**config.mk**
```make
export PLATFORM = sky130hd
export DESIGN_NAME = joy_nes_pad_if
export DESIGN_NICKNAME = d
export VERILOG_FILES = /design/src/rtl/joy_nes_pad_if.sv
export SDC_FILE = /design/constraint.sdc
export NUM_CORES = 1
export LEC_CHECK = 0
export BUFFER_PORTS_ARGS = -buffer_cell sky130_fd_sc_hd__buf_2
export CAP_MARGIN = 20
export CELL_PAD_IN_SITES_DETAIL_PLACEMENT = 1
export CELL_PAD_IN_SITES_GLOBAL_PLACEMENT = 2
export CORE_MARGIN = 5
export CORE_UTILIZATION = 38
export DETAILED_ROUTE_END_ITERATION = 12
export PLACE_DENSITY = 0.79
export REMOVE_ABC_BUFFERS = 1
export SYNTH_ARGS = -nofsm -noshare
export SYNTH_HDL_FRONTEND = slang
export SYNTH_SLANG_ARGS = --single-unit
export TNS_END_PERCENT = 10
```
**constraint.sdc**
```tcl
create_clock -name CLK -period 2.6 [get_ports CLK]
set_input_delay 0.26 -clock CLK [delete_from_list [all_inputs] [get_ports CLK]]
set_output_delay 0.26 -clock CLK [all_outputs]
set_load 0.02 [all_outputs]
```
**src/rtl/joy_nes_pad_if.sv**
```systemverilog
// ---------------------------------------------------------------------------
// joy_nes_pad_if
//
// Presents two MSX-style joystick ports plus Select/Start buttons as two NES
// standard controllers at $4016/$4017.
// The path is: 2-flop synchroniser, per-bit debounce, optional SOCD masking,
// then a strobe-latched shift register per port that the CPU reads serially.
//
// Parameters
//   DEB_W      debounce counter width; an input must hold steady for
//              2^DEB_W-1 clocks before the debounced state follows it
//   SOCD_MASK  1 = U+D or L+R pressed together both read as released
//
// Ports
//   CLK        system clock
//   RSTn       asynchronous active-low reset
//   JoyA/JoyB  raw port 0/1 inputs, active-high:
//              [0]Up [1]Down [2]Left [3]Right [4]TrgA [5]TrgB
//   SysBtnA/B  port 0/1 [0]Select [1]Start, active-high, asynchronous
//   strobe_we  one-cycle pulse, CPU write to $4016
//   strobe_d   bit 0 of that write
//   rd_en      one-cycle pulses: [0] read of $4016, [1] read of $4017
//   rd_data    serial bit per port, valid in the same cycle as rd_en
//   btn_dbg    debounced (and masked) state {portB[7:0], portA[7:0]},
//              NES order A,B,Select,Start,Up,Down,Left,Right from bit 0
// ---------------------------------------------------------------------------
module joy_nes_pad_if #(
  parameter int DEB_W     = 16,
  parameter bit SOCD_MASK = 1'b1
) (
  input  logic        CLK,
  input  logic        RSTn,
  input  logic [5:0]  JoyA,
  input  logic [5:0]  JoyB,
  input  logic [1:0]  SysBtnA,
  input  logic [1:0]  SysBtnB,
  input  logic        strobe_we,
  input  logic        strobe_d,
  input  logic [1:0]  rd_en,
  output logic [1:0]  rd_data,
  output logic [15:0] btn_dbg
);

  function automatic logic [7:0] nesOrder(input logic [5:0] joy, input logic [1:0] sys);
    return {joy[3], joy[2], joy[1], joy[0], sys[1], sys[0], joy[5], joy[4]};
  endfunction

  // Opposing directions cancel each other out.
  function automatic logic [7:0] socdMask(input logic [7:0] btn);
    logic [7:0] res;
    res = btn;
    if (btn[4] && btn[5]) begin
      res[4] = 1'b0;
      res[5] = 1'b0;
    end
    if (btn[6] && btn[7]) begin
      res[6] = 1'b0;
      res[7] = 1'b0;
    end
    return res;
  endfunction

  // The read counter stops at 8; from then on the port reads back 1.
  function automatic logic [3:0] satInc(input logic [3:0] cnt);
    return (cnt == 4'd8) ? cnt : cnt + 4'd1;
  endfunction

  logic [15:0]      rawBtn;
  logic [15:0]      btnSync_p0;
  logic [15:0]      btnSync_p1;
  logic [DEB_W-1:0] debCnt [16];
  logic [15:0]      debState;
  logic [15:0]      btnMasked;
  logic             strobe;
  logic [1:0][7:0]  shreg;
  logic [1:0][3:0]  readCnt;

  assign rawBtn = {nesOrder(JoyB, SysBtnB), nesOrder(JoyA, SysBtnA)};

  // ---- stage p0/p1: two-flop synchroniser ----
  always_ff @(posedge CLK or negedge RSTn) begin
    if (!RSTn) begin
      btnSync_p0 <= '0;
      btnSync_p1 <= '0;
    end else begin
      btnSync_p0 <= rawBtn;
      btnSync_p1 <= btnSync_p0;
    end
  end

  // ---- debounce: count stable clocks of a pending change ----
  // The counter only runs while the synced bit disagrees with the debounced
  // bit; any bounce back to the debounced value clears it, so the change is
  // accepted only after 2^DEB_W-1 uninterrupted clocks. It never wraps.
  always_ff @(posedge CLK or negedge RSTn) begin
    if (!RSTn) begin
      for (int i = 0; i < 16; i++) debCnt[i] <= '0;
      debState <= '0;
    end else begin
      for (int i = 0; i < 16; i++) begin
        if (btnSync_p1[i] == debState[i]) begin
          debCnt[i] <= '0;
        end else if (&debCnt[i]) begin
          debState[i] <= btnSync_p1[i];
          debCnt[i]   <= '0;
        end else begin
          debCnt[i] <= debCnt[i] + 1'b1;
        end
      end
    end
  end

  assign btnMasked = SOCD_MASK ? {socdMask(debState[15:8]), socdMask(debState[7:0])}
                               : debState;
  assign btn_dbg   = btnMasked;

  // ---- latch / shift: strobe register and per-port shift registers ----
  // A strobe write (or a strobe already high) reloads and wins over any read
  // in the same cycle; the last strobe=1 cycle leaves the snapshot in place.
  always_ff @(posedge CLK or negedge RSTn) begin
    if (!RSTn) begin
      strobe  <= 1'b0;
      shreg   <= '0;
      readCnt <= {4'd8, 4'd8};
    end else begin
      if (strobe_we) strobe <= strobe_d;
      for (int n = 0; n < 2; n++) begin
        if (strobe || (strobe_we && strobe_d)) begin
          shreg[n]   <= btnMasked[8*n +: 8];
          readCnt[n] <= 4'd0;
        end else if (rd_en[n] && !strobe_we) begin
          shreg[n]   <= {1'b1, shreg[n][7:1]};
          readCnt[n] <= satInc(readCnt[n]);
        end
      end
    end
  end

  // Zero-latency read path: with strobe high the live A button is returned.
  always_comb begin
    rd_data = 2'b11;
    for (int n = 0; n < 2; n++) begin
      if (strobe)               rd_data[n] = btnMasked[8*n];
      else if (!readCnt[n][3])  rd_data[n] = shreg[n][0];
    end
  end

endmodule

```
==> impl_metrics.json <==
{
  "end_kind": "flop",
  "fin_ws_ns": 0.482,
  "num_vias": 10800,
  "die-area_um2": 43900,
  "critPathKind": "reg2reg",
  "hpwlAfterDp_um": 21300,
  "finalSetupTns_ns": 0,
  "fmax_mhz": 472,
  "critPathRequiredTime_ns": 2.98,
  "relSlewSlack_pct": 49.2,
  "synth_compound_area_share_pct": 3.30,
  "insertion_delay_ns": 0.53,
  "arrival_ns": 2.50,
  "max-cap-violations": 0,
  "yosysWarningCount": 0,
  "synth-seq-cells": 329,
  "viasPerCell": 5.02,
  "p_per_area_nw_per_um2": 658,
  "hp-class": "in2reg",
  "drc": 0,
  "synth_top_area_share_pct": 54.2,
  "grt_pass1_wl_um": 56000,
  "clock_skew_ns": 0.0142,
  "p_leak_nw": 7.32,
  "syn_inst": 1514,
  "synth_ff_type": "dfrtp_1",
  "hold_start": "strobe_d",
  "final_antenna_net_count": 0,
  "fp.dieW_um": 209,
  "cts_resized": 0,
  "placed_area_um2": 16000,
  "post-cts-setup-buffers": 0,
  "syn_avg_cell_area_um2": 9.98,
  "synth_simple_gate_area_share_pct": 23.4,
  "fp-row-count": 73,
  "cts_buffers": 39,
  "synthAdderAreaFrac_pct": 1.66,
  "seq_area_frac_synth_pct": 54.5,
  "critPathLaunchType": "flop",
  "htreeDepth": 2,
  "cts_tree": "done",
  "post-route-period-util_pct": 81.4,
  "layout.nets": 1640,
  "place_ws_ns": 0.462,
  "start_util_pct": 38.2,
  "startpoint": "debCnt[0]",
  "synth_top_family_by_area": "simple AND/OR/NAND/NOR gates",
  "io_pins": 40,
  "routed_wl_um": 32100,
  "cts-hold-fix-buffers": 17,
  "synth_xor_area_share_pct": 13.0,
  "syn_area_um2": 15100,
  "rsz0062_at_grt": "no",
  "drive_gt1_share_pct": 10.4,
  "hold_viol": 0,
  "fill_cells": 4445,
  "syn2layout_area_growth_pct": 16.3,
  "path_clk_slew_ns": 0.06,
  "synthTopCellsByArea": "dfrtp_1, xnor2_1, nor2_1, xor2_1, nand3_1",
  "antenna_found_initial": 0,
  "die_h_um": 209,
  "numClockSinks": 329,
  "fp.coreArea_um2": 39500,
  "diodes": 0,
  "yosys-top-cells-count": "dfrtp_1, nor2_1, xnor2_1, nand2_1, nand3_1",
  "finalSetupViolations": 0,
  "cts_buffer_depth": 3,
  "grt_max_degree": 69,
  "min_period_ns": 2.12,
  "r2r_start": "debCnt[0]",
  "grt_remaining_overflow": 0,
  "yosysTopAreaCell": "dfrtp_1",
  "status": "complete, no violations",
  "io_buffer_count": 39,
  "dr.pass1.iters": 4,
  "synthArstFlopShare_pct": 100,
  "worst_slew_pin_slew_ns": 0.760,
  "crit_fanout": 13,
  "drv_slew": 0,
  "post_synth_num_cell_types": 42,
  "peakVddDrop_uv": 411,
  "post-route-cell-area_um2": 17600,
  "yosysMostFrequentCell": "dfrtp_1",
  "root_buffer": "clkbuf_16",
  "synth_edf_count": 0,
  "gp_congestion": 0.761,
  "wl_per_cell_um": 14.9,
  "initialDrtViolationCount": 410,
  "grt_pass1_vias": 11400,
  "grtUsageTotal_pct": 14.8,
  "muxShareOfSynthArea_pct": 1.47,
  "power_mw": 11.6
}
[per-layer routing]
layer	part of all wire [%]	up-vias	GRT usage, %
met3	2.7	47	2.41
li1	-	5291	-
met2	47	87	24.9
met5	0	-	0
met4	2.1	0	3.78
met1	48	5375	20.1
[critical path, stage by stage (launching register included)]
cell and delay (ns):
dfrtp_1 0.41, ha_1 0.22, nand2_1 0.14, or4_4 0.57, o21bai_2 0.51, nor2_1 0.12
[worst paths after layout]
kind                                        to  slack (ns)  depth (start not counted)
max in group asynchronous          debCnt[183]        1.50                          4
worst max-delay path                 debCnt[7]        0.48                          5
worst max register to register       debCnt[7]        0.48                          5
min in group asynchronous           debCnt[87]        0.30                          2
worst min-delay path                    strobe        0.08                          2
worst min register to register  btnSync_p1[15]        0.35                          0
[cells by family after synthesis]
| group | Yosys count |
|---|---|
| xor+xnor | 224 |
| mux | 20 |
| simple gates | 742 |
| fa+ha+maj | 20 |
| flops | 329 |
| buf+inv | 95 |
| compound gates | 84 |
[layout make-up]
cell class                 count  area (um2)  share of cell area, %
clock buffer                  56        1160                   6.61
clock inverter                14         195                   1.11
inverter                      56         210                   1.20
multi-input combinational   1090        6480                   36.9
sequential                   329        8240                   46.9
tap                          525         657                   3.74
timing repair buffer          82         633                   3.60
[stage by stage]
step                      utilization (%)  hold slack [ns]  instances
final                                44.4           0.0759       2152
after detailed placement             40.6            0.277       2065
after global placement               40.6            0.276       2065
after floorplan                         -          -0.0356       1475
after CTS                            44.4           0.0464       2152
after global routing                 44.4           0.0605       2152
[cells in the final DEF, fill, tap and decap left out, types with 41 or more instances in the layout]
master,instances
nor3_1,47
nor4_1,46
inv_1,56
nor2_1,294
xnor2_1,155
xor2_1,69
nand3_1,101
clkbuf_16,41
nand4_1,55
dfrtp_1,327
nand2_1,108
[power by group]
part	internal, mW	leakage (nW)	switching (mW)	total [mW]
logic	0.173	2.19	0.317	0.490
registers	5.24	4.45	0.108	5.35
clock network	3.60	0.677	2.13	5.72
[flip-flops by register name, indices dropped and copies added (netlist names)]
name,count
btnSync_p1,16
debCnt,256
debState,16
readCnt,8
strobe,1
btnSync_p0,16
shreg,16
(Power assumes the default switching activity.)
